===== config.mk =====
export PLATFORM = sky130hd
export DESIGN_NAME = i2c_bus_arbiter_flat
export DESIGN_NICKNAME = d
export VERILOG_FILES = /design/src/rtl/i2c_bus_arbiter_pkg.sv /design/src/rtl/i2c_bus_arbiter_if.sv /design/src/rtl/i2c_bus_arbiter_sync_2ff.sv /design/src/rtl/i2c_bus_arbiter.sv /design/src/flat_wrapper.sv
export SDC_FILE = /design/constraint.sdc
export NUM_CORES = 1
export LEC_CHECK = 0
export CORE_MARGIN = 8
export CORE_UTILIZATION = 25
export CTS_CLUSTER_DIAMETER = 60
export DETAILED_ROUTE_END_ITERATION = 10
export PLACE_DENSITY = 0.56
export SLEW_MARGIN = 20
export SYNTH_ARGS = -nofsm -noshare
export SYNTH_HDL_FRONTEND = slang
export SYNTH_SLANG_ARGS = --single-unit
export TNS_END_PERCENT = 5

===== constraint.sdc =====
create_clock -name clk -period 5.8 [get_ports clk]
set_clock_uncertainty 0.2 [all_clocks]
set_input_delay 0.58 -clock clk [delete_from_list [all_inputs] [get_ports clk]]
set_output_delay 0.58 -clock clk [all_outputs]
set_load 0.005 [all_outputs]

===== src/rtl/i2c_bus_arbiter_pkg.sv =====
// Shared definitions for the two-requester I2C byte arbiter: FSM encoding and
// default timeout sizing.
package i2c_bus_arbiter_pkg;

    typedef enum logic [1:0] {
        ST_IDLE   = 2'd0,
        ST_ISSUE  = 2'd1,
        ST_ACTIVE = 2'd2,
        ST_DONE   = 2'd3
    } arb_state_e;

    localparam int ISSUE_TIMEOUT_DEFAULT = 1023;
    localparam int TO_W_DEFAULT          = 10;

endpackage


===== src/rtl/i2c_bus_arbiter_if.sv =====
// Bundle of the requester handshakes and the i2c_master request/busy pair.
// The slave modport is the arbiter; the master modport is its environment.
interface i2c_bus_arbiter_if;

    logic       i_valid0;
    logic [6:0] i_addr0;
    logic [7:0] i_data0;
    logic       i_RW0;
    logic       o_busy0;
    logic       o_done0;

    logic       i_valid1;
    logic [6:0] i_addr1;
    logic [7:0] i_data1;
    logic       i_RW1;
    logic       o_busy1;
    logic       o_done1;

    logic       o_valid;
    logic [6:0] o_addr;
    logic [7:0] o_data;
    logic       o_RW;
    logic       i_busy;
    logic       o_err;
    logic       o_owner;

    modport slave (
        input  i_valid0, i_addr0, i_data0, i_RW0,
        input  i_valid1, i_addr1, i_data1, i_RW1,
        input  i_busy,
        output o_busy0, o_done0, o_busy1, o_done1,
        output o_valid, o_addr, o_data, o_RW, o_err, o_owner
    );

    modport master (
        output i_valid0, i_addr0, i_data0, i_RW0,
        output i_valid1, i_addr1, i_data1, i_RW1,
        output i_busy,
        input  o_busy0, o_done0, o_busy1, o_done1,
        input  o_valid, o_addr, o_data, o_RW, o_err, o_owner
    );

endinterface


===== src/rtl/i2c_bus_arbiter_sync_2ff.sv =====
// 1-bit two-flop synchronizer with asynchronous active-high reset; shared by
// the arbiter, keypad and DS1302 paths.
module sync_2ff (
    input  logic clk,
    input  logic reset_p,
    input  logic d_i,
    output logic q_o
);

    logic meta_q;
    logic sync_q;

    // NOTE: non-blocking assignments make the two stages a real shift; blocking
    // ones would collapse them into a single flop.
    always_ff @(posedge clk or posedge reset_p) begin
        if (reset_p) begin
            meta_q <= 1'b0;
            sync_q <= 1'b0;
        end else begin
            meta_q <= d_i;
            sync_q <= meta_q;
        end
    end

    assign q_o = sync_q;

endmodule


===== src/rtl/i2c_bus_arbiter.sv =====
// Round-robin arbiter sharing one i2c_master between two byte requesters;
// one byte transaction per grant, with an issue timeout on the master handshake.
module i2c_bus_arbiter
    import i2c_bus_arbiter_pkg::*;
#(
    parameter int ISSUE_TIMEOUT = ISSUE_TIMEOUT_DEFAULT,
    parameter int TO_W          = TO_W_DEFAULT   // 2**TO_W must exceed ISSUE_TIMEOUT
) (
    input  logic               clk,
    input  logic               reset_p,
    i2c_bus_arbiter_if.slave   bus
);

    localparam logic [TO_W-1:0] TO_LAST = TO_W'(ISSUE_TIMEOUT - 1);

    arb_state_e      state_q, state_d;
    logic            rr_q, rr_d;
    logic            owner_q, owner_d;
    logic [6:0]      addr_q, addr_d;
    logic [7:0]      data_q, data_d;
    logic            rw_q, rw_d;
    logic [TO_W-1:0] cnt_q, cnt_d;
    logic            valid_q, busy_q;
    logic            done0_q, done1_q, err_q;
    logic            done_d, err_d;
    logic            grant_sel;
    logic            busy_s;

    // The master runs on a divided clock, so its busy is resynchronized first.
    sync_2ff u_busy_sync (
        .clk     (clk),
        .reset_p (reset_p),
        .d_i     (bus.i_busy),
        .q_o     (busy_s)
    );

    // NOTE: every variable gets its hold/default value before the case so no
    // path through the block leaves one unassigned and infers a latch.
    always_comb begin
        state_d   = state_q;
        rr_d      = rr_q;
        owner_d   = owner_q;
        addr_d    = addr_q;
        data_d    = data_q;
        rw_d      = rw_q;
        cnt_d     = cnt_q;
        done_d    = 1'b0;
        err_d     = 1'b0;
        grant_sel = rr_q;

        unique case (state_q)
            ST_IDLE: begin
                if (bus.i_valid0 || bus.i_valid1) begin
                    // Contested grants follow the pointer; otherwise the lone requester wins.
                    grant_sel = (bus.i_valid0 && bus.i_valid1) ? rr_q : bus.i_valid1;
                    owner_d   = grant_sel;
                    rr_d      = ~grant_sel;
                    addr_d    = grant_sel ? bus.i_addr1 : bus.i_addr0;
                    data_d    = grant_sel ? bus.i_data1 : bus.i_data0;
                    rw_d      = grant_sel ? bus.i_RW1   : bus.i_RW0;
                    cnt_d     = '0;
                    state_d   = ST_ISSUE;
                end
            end
            ST_ISSUE: begin
                if (busy_s) begin
                    state_d = ST_ACTIVE;
                end else if (cnt_q == TO_LAST) begin
                    err_d   = 1'b1;
                    done_d  = 1'b1;
                    state_d = ST_IDLE;
                end else begin
                    cnt_d = cnt_q + TO_W'(1);
                end
            end
            ST_ACTIVE: begin
                if (!busy_s) begin
                    done_d  = 1'b1;
                    state_d = ST_DONE;
                end
            end
            ST_DONE: begin
                state_d = ST_IDLE;
            end
            default: state_d = ST_IDLE;
        endcase
    end

    always_ff @(posedge clk or posedge reset_p) begin
        if (reset_p) begin
            state_q <= ST_IDLE;
            rr_q    <= 1'b0;
            owner_q <= 1'b0;
            addr_q  <= '0;
            data_q  <= '0;
            rw_q    <= 1'b0;
            cnt_q   <= '0;
            valid_q <= 1'b0;
            busy_q  <= 1'b0;
            done0_q <= 1'b0;
            done1_q <= 1'b0;
            err_q   <= 1'b0;
        end else begin
            state_q <= state_d;
            rr_q    <= rr_d;
            owner_q <= owner_d;
            addr_q  <= addr_d;
            data_q  <= data_d;
            rw_q    <= rw_d;
            cnt_q   <= cnt_d;
            valid_q <= (state_d == ST_ISSUE);
            busy_q  <= (state_d != ST_IDLE);
            done0_q <= done_d & ~owner_q;
            done1_q <= done_d &  owner_q;
            err_q   <= err_d;
        end
    end

    assign bus.o_valid = valid_q;
    assign bus.o_addr  = addr_q;
    assign bus.o_data  = data_q;
    assign bus.o_RW    = rw_q;
    assign bus.o_owner = owner_q;
    assign bus.o_err   = err_q;
    assign bus.o_busy0 = busy_q;
    assign bus.o_busy1 = busy_q;
    assign bus.o_done0 = done0_q;
    assign bus.o_done1 = done1_q;

endmodule


===== src/flat_wrapper.sv =====
// flat-port wrapper written by rule: the top's interface ports become plain ports
module i2c_bus_arbiter_flat import i2c_bus_arbiter_pkg::*;
#(
    parameter int ISSUE_TIMEOUT = ISSUE_TIMEOUT_DEFAULT,
    parameter int TO_W          = TO_W_DEFAULT                                       
)
  (clk, reset_p, bus_i_valid0, bus_i_addr0, bus_i_data0, bus_i_RW0, bus_i_valid1, bus_i_addr1, bus_i_data1, bus_i_RW1, bus_i_busy, bus_o_busy0, bus_o_done0, bus_o_busy1, bus_o_done1, bus_o_valid, bus_o_addr, bus_o_data, bus_o_RW, bus_o_err, bus_o_owner);
  i2c_bus_arbiter_if bus_i ();
  input  logic clk;
  input  logic reset_p;
  input wire logic [$bits(bus_i.i_valid0)-1:0] bus_i_valid0;
  input wire logic [$bits(bus_i.i_addr0)-1:0] bus_i_addr0;
  input wire logic [$bits(bus_i.i_data0)-1:0] bus_i_data0;
  input wire logic [$bits(bus_i.i_RW0)-1:0] bus_i_RW0;
  input wire logic [$bits(bus_i.i_valid1)-1:0] bus_i_valid1;
  input wire logic [$bits(bus_i.i_addr1)-1:0] bus_i_addr1;
  input wire logic [$bits(bus_i.i_data1)-1:0] bus_i_data1;
  input wire logic [$bits(bus_i.i_RW1)-1:0] bus_i_RW1;
  input wire logic [$bits(bus_i.i_busy)-1:0] bus_i_busy;
  output wire logic [$bits(bus_i.o_busy0)-1:0] bus_o_busy0;
  output wire logic [$bits(bus_i.o_done0)-1:0] bus_o_done0;
  output wire logic [$bits(bus_i.o_busy1)-1:0] bus_o_busy1;
  output wire logic [$bits(bus_i.o_done1)-1:0] bus_o_done1;
  output wire logic [$bits(bus_i.o_valid)-1:0] bus_o_valid;
  output wire logic [$bits(bus_i.o_addr)-1:0] bus_o_addr;
  output wire logic [$bits(bus_i.o_data)-1:0] bus_o_data;
  output wire logic [$bits(bus_i.o_RW)-1:0] bus_o_RW;
  output wire logic [$bits(bus_i.o_err)-1:0] bus_o_err;
  output wire logic [$bits(bus_i.o_owner)-1:0] bus_o_owner;
  assign bus_i.i_valid0 = bus_i_valid0;
  assign bus_i.i_addr0 = bus_i_addr0;
  assign bus_i.i_data0 = bus_i_data0;
  assign bus_i.i_RW0 = bus_i_RW0;
  assign bus_i.i_valid1 = bus_i_valid1;
  assign bus_i.i_addr1 = bus_i_addr1;
  assign bus_i.i_data1 = bus_i_data1;
  assign bus_i.i_RW1 = bus_i_RW1;
  assign bus_i.i_busy = bus_i_busy;
  assign bus_o_busy0 = bus_i.o_busy0;
  assign bus_o_done0 = bus_i.o_done0;
  assign bus_o_busy1 = bus_i.o_busy1;
  assign bus_o_done1 = bus_i.o_done1;
  assign bus_o_valid = bus_i.o_valid;
  assign bus_o_addr = bus_i.o_addr;
  assign bus_o_data = bus_i.o_data;
  assign bus_o_RW = bus_i.o_RW;
  assign bus_o_err = bus_i.o_err;
  assign bus_o_owner = bus_i.o_owner;
  i2c_bus_arbiter #(.ISSUE_TIMEOUT(ISSUE_TIMEOUT), .TO_W(TO_W)) u_core (.clk(clk), .reset_p(reset_p), .bus(bus_i));
endmodule

* Word level (Yosys, flattened, before mapping)
Index checks and enable logic that the tools add are counted.
** Storage, ports and cells
- Bits of input ports :: 37
- Bits in read-only memories :: 0
- Memory bits (writable) :: 0
- Logic and storage cells :: 52
- Memories :: 0
- Output and inout bits :: 23
- Bits in latches :: 0
- Bits in registers :: 37
** Operators by class
- Shifts and indexed selects :: 0
- Add/sub/neg operators :: 1
- Magnitude comparators :: 0
- Multiply operators :: 0
- Reduce and logical (&&, ||, !) cells :: 7
- Equality and inequality tests :: 8
- Multiplexer cells :: 18
- Bitwise gates (word level) :: 4
- Divide/modulo/power cells :: 0
** Operators by type and width (number)
- $mux W10 :: 3
- $pmux W10 S2 :: 1
- $add A10 B1 Y10 const B :: 1
- $eq A10 B10 Y1 const B :: 1
- $mux W2 :: 4
- $mux W8 :: 1
- $pmux W2 S4 :: 1
- $mux W7 :: 1
- $mux W1 :: 6
- $eq A2 B1 Y1 const B :: 2
- $eq A2 B2 Y1 const B :: 2
- $ne A2 B2 Y1 const B :: 2
- $reduce_and A4 Y1 :: 1
- $reduce_bool A2 Y1 :: 2
- $and A1 B1 Y1 :: 2
- $logic_not A2 Y1 :: 1
- $ne A2 B1 Y1 const B :: 1
- $not A1 Y1 :: 2
- $pmux W1 S2 :: 1
- $reduce_and A2 Y1 :: 1
- $logic_and A1 B1 Y1 :: 1
- $logic_or A1 B1 Y1 :: 1

* Longest topological paths before layout
- Word-level depth :: 5
- Mapped depth :: 7
- Mapped depth without buffers :: 6

* Cells and area by module
From an unflattened synthesis, not the netlist that was laid out.
** Second synthesis, totals
- Cells, all modules :: 163
- Area total of the unflattened synthesis :: 1747.9 µm²
** Modules (own cells, without submodules)
- i2c_bus_arbiter :: sequential area each 875.8 µm², area each 1694.1 µm², instances 1, cells each 160
- sync_2ff :: sequential area each 50.0 µm², area each 53.8 µm², instances 1, cells each 3

* Least setup slack after synthesis
No wires, ideal clock.
- Path type :: flip-flop to flip-flop
- Start :: register u_core.state_q[0]
- End :: register u_core.cnt_q[7]
- Stages on the path, launching flop included :: 8
- Clock period less this slack :: 2000 ps
- Arrival :: 1680 ps
- Slack :: 3800 ps
- Buffers on the path :: 1
- Setup time :: 120 ps
- Required time :: 5480 ps
- Cells stage by stage :: dfrtp_1 > inv_1 > ha_1 > or3b_1 > o211ai_2 > buf_2 > nor3_1 > o211a_1
** Between the ends
- Longest elaborated chain between the ends :: 3
- Elaborated cells between the ends (all ways) :: 8
- Classes of those cells :: eq/ne: 4; mux: 1; reduce/logical: 3
** Ends and longest elaborated chain
- start: declaration :: line i2c_bus_arbiter.sv:16 : arb_state_e state_q, state_d;
- start signal: assignment :: line i2c_bus_arbiter.sv:104 : state_q <= state_d;
- $eq A2 B1 Y1 or $logic_not A2 Y1 (tied branches) :: line i2c_bus_arbiter.sv:51 : unique case (state_q)
- $ne A2 B2 Y1 (no source line), or another cell as far along
- $reduce_and A4 Y1 (no source line)
- end signal: assignment :: line i2c_bus_arbiter.sv:110 : cnt_q <= cnt_d;
- end: declaration :: line i2c_bus_arbiter.sv:22 : logic [TO_W-1:0] cnt_q, cnt_d;
Several ways; a longest one is shown, not always the timed one.
A chain may end at the register's enable or synchronous reset.

* Worst setup path in the final report
- Start :: register u_core.state_q[1]
- End :: register u_core.done1_q, in the netlist u_core.bus.o_done1
** Between the ends
- Longest elaborated chain between the ends :: 3
- Elaborated cells between the ends (all ways) :: 4
- Classes of those cells :: eq/ne: 2; mux: 1; bitwise: 1
** Ends and longest elaborated chain
- $eq A2 B2 Y1 or $eq A2 B1 Y1 (tied branches) :: line i2c_bus_arbiter.sv:51
- $pmux W1 S2 (*) :: line i2c_bus_arbiter.sv:51
- $and A1 B1 Y1 (*) :: line i2c_bus_arbiter.sv:114 : done1_q <= done_d & owner_q;
- end signal: assignment :: line i2c_bus_arbiter.sv:114
- end: declaration :: line i2c_bus_arbiter.sv:24 : logic done0_q, done1_q, err_q;
Every way passes the cells marked *; elsewhere a longest branch is shown, timed or not.

==> impl_metrics.tcl <==
set metrics [dict create \
    leakage_nw 1.13 \
    ctsHoldBuffers 0 \
    p_clk_share_pct 16.3 \
    drc 0 \
    slew_headroom_pct 43.4 \
    cp-end-kind "register" \
    hold_viol 0 \
    synth_edf_count 0 \
    yosysWarnings 0 \
    critPathMaxStageDelay_ns 0.64 \
    rsz0062_at_grt "no" \
    cts_tree "built" \
    grt_pass1_vias 1507 \
    drive_above_1_share_pct 8.44 \
    vias 1511 \
    tightest_slew_ns 0.849 \
    dr.pass1.iters 7 \
    fin_setup_tns_ns 0 \
    netlist_top_cells_area "dfrtp_1 (52%), a222oi_1 (9.1%), inv_1 (4.7%)" \
    finalCriticalPeriod_ns 2.55 \
    placed_cell_area_sq_um 2470 \
    cp_cell_sequence "inv_1 -> ha_1 -> nand3_1 -> nor3_1 -> buf_4 -> nor2_1 -> and4bb_1" \
    setup_viol 0 \
    period_share_pct 44.0 \
    core_area_sq_um 6830 \
    yosysTopAreaCell "dfrtp_1" \
    wl_per_cell_um 14.4 \
    netlist_instances 161 \
    via_per_inst 4.71 \
    path_max_fanout 8 \
    post_cts_buffers 0 \
    fp.dieH_um 100 \
    synth_top_area_share_pct 52.5 \
    hpwlAfterDp_um 3330 \
    p_sw_mw 0.362 \
    start_kind "register" \
    critPathTopFamily "simple AND/OR/NAND/NOR gates" \
    fin_total_pwr_mw 1.05 \
    start_util_pct 25.8 \
    antenna_found_initial 0 \
    cts_max_level 2 \
    synth.cell_area_sq_um 1760 \
    comb_power_share_pct 45.7 \
    ir_drop_uv 156 \
    clockBufferDepth 2 \
    outcome "complete, no violations" \
    fmax_ghz 0.392 \
    insertion_delay_ns 0.28 \
    p_sw_share_pct 34.5 \
    cpMaxStageDelayCell "nor3_1" \
    antennaDiodeCount 0 \
    cts-resized-gates 0 \
    most-common-layout-cells "clkdlybuf4s50_1 (59), dfrtp_1 (37), inv_1 (22)" \
    synth_flop_cell "dfrtp_1" \
    synth.avg_cell_area_sq_um 11.0 \
    grt_use_total_pct 9.41 \
    worst-endpoint-arrival_ns 2.57 \
    wirelength_um 4610 \
    async_flop_share_pct 100 \
    cts.sinks 37 \
    root_buffer "clkbuf_8" \
    place_congestion 0.752 \
    dr.first_iter.drc_count 99 \
    core.rowCount 30 \
    boundaryPins 60 \
    p_per_area_nw_per_um2 410 \
    fp.dieArea_sq_um 10000 \
    hold_path.class "reg -> reg" \
    p_seq_share_pct 38.0 \
    grt_max_degree 38 \
    fin_area_sq_um 2550 \
    overflow 0 \
    syn_nets 204 \
    synth-seq-cells 37 \
    cts_buffers 5 \
    maxCapViolations 0 \
    criticalPathCategory "reg -> reg" \
    crit_buf_inv 2 \
    ys_types 37 \
    final_nets 267 \
    area_growth_pct 44.8 \
    intPower_mw 0.686 \
    path_clk_slew_ns 0.07 \
    ys_seq_area_share_pct 52.5 \
    dieWidth_um 100 \
    grt_pass1_wl_um 7590 \
    portBuffers 59 \
    critPathRequiredTime_ns 5.82 \
    final_common_cell "clkdlybuf4s50_1" \
    ant_nets 0 \
    slew_violations 0 \
]
==> registers in the layout, summed over array words and instances, names as in the netlist <==
register and count:
u_core.state_q 2, u_core.bus.o_err 1, u_core.u_busy_sync.q_o 1, u_core.bus.o_data 8, u_core.bus.o_addr 7, u_core.bus.o_done1 1
u_core.rr_q 1, u_core.bus.o_valid 1, u_core.bus.o_done0 1, u_core.bus.o_RW 1, u_core.bus.o_busy0 1, u_core.u_busy_sync.meta_q 1
u_core.bus.o_owner 1, u_core.cnt_q 10
==> layout make-up <==
cell class	count	area [sq um]
timing repair buffer	63	621
tap	96	120
inverter	22	82.6
clock inverter	2	10.0
fill	720	4280
clock buffer	6	72.6
sequential	37	926
multi-input combinational	95	723
==> cell usage after synthesis (4+ instances only) <==
cell      number
o21ai_0        6
inv_1         22
a222oi_1      16
clkbuf_1       4
nand3_1        6
o31ai_1        5
ha_1           6
dfrtp_1       37
a21oi_1        4
nand2_1        9
or4_1          6
==> power groups by stage <==
| stage | Combinational [mW] | Sequential, mW | Clock (mW) |
|---|---|---|---|
| finish | 0.478 | 0.398 | 0.171 |
| global route | 0.538 | 0.410 | 0.191 |
| CTS | 0.487 | 0.398 | 0.179 |
| detailed placement | 0.485 | 0.403 | 0 |
| global placement | 0.482 | 0.402 | 0 |
| floorplan | 0.255 | 0.403 | 0 |
==> routing by layer <==
metal	vias up	GRT usage (%)	part of all wire, %
met5	-	0	0
met4	0	2.44	0.37
met3	2	3.81	7.5
met2	50	13.9	45
met1	726	12.3	47
li1	733	-	-
==> path summary, 6_finish.rpt <==
kind	startpoint	end	slack [ns]	depth (start not counted)
worst min-delay path	u_core.u_busy_sync.meta_q	u_core.u_busy_sync.q_o	0.15	0
worst min register to register	u_core.u_busy_sync.meta_q	u_core.u_busy_sync.q_o	0.15	0
min in group asynchronous	reset_p	u_core.bus.o_data[5]	0.50	3
worst max-delay path	u_core.state_q[1]	u_core.bus.o_done1	3.25	7
worst max register to register	u_core.state_q[1]	u_core.bus.o_done1	3.25	7
max in group asynchronous	reset_p	u_core.bus.o_addr[3]	4.58	3
==> worst reg2reg max path, stage by stage, from the launching register on <==
cell      delay [ns]
dfrtp_1         0.42
inv_1           0.11
ha_1            0.34
nand3_1         0.19
nor3_1          0.64
buf_4           0.27
nor2_1          0.06
and4bb_1        0.25
==> cells by family after synthesis <==
logic type / share of synthesized area [%]
AOI/OAI and AO/OA: 20.9
adders and majority gates: 4.26
buffers and inverters: 6.52
DFF: 52.5
muxes: 0.567
and+or+nand+nor: 15.3
==> stage by stage <==
stage	std cells	util (%)	setup WS, ns	hold slack, ns
final	321	37.4	3.25	0.152
after global routing	321	37.4	3.03	0.163
after global placement	313	36.2	3.02	0.133
after CTS	321	37.4	3.28	0.156
after detailed placement	313	36.2	2.99	0.139
after floorplan	161	-	3.80	0.131
Power figures use the tool's default switching activity.
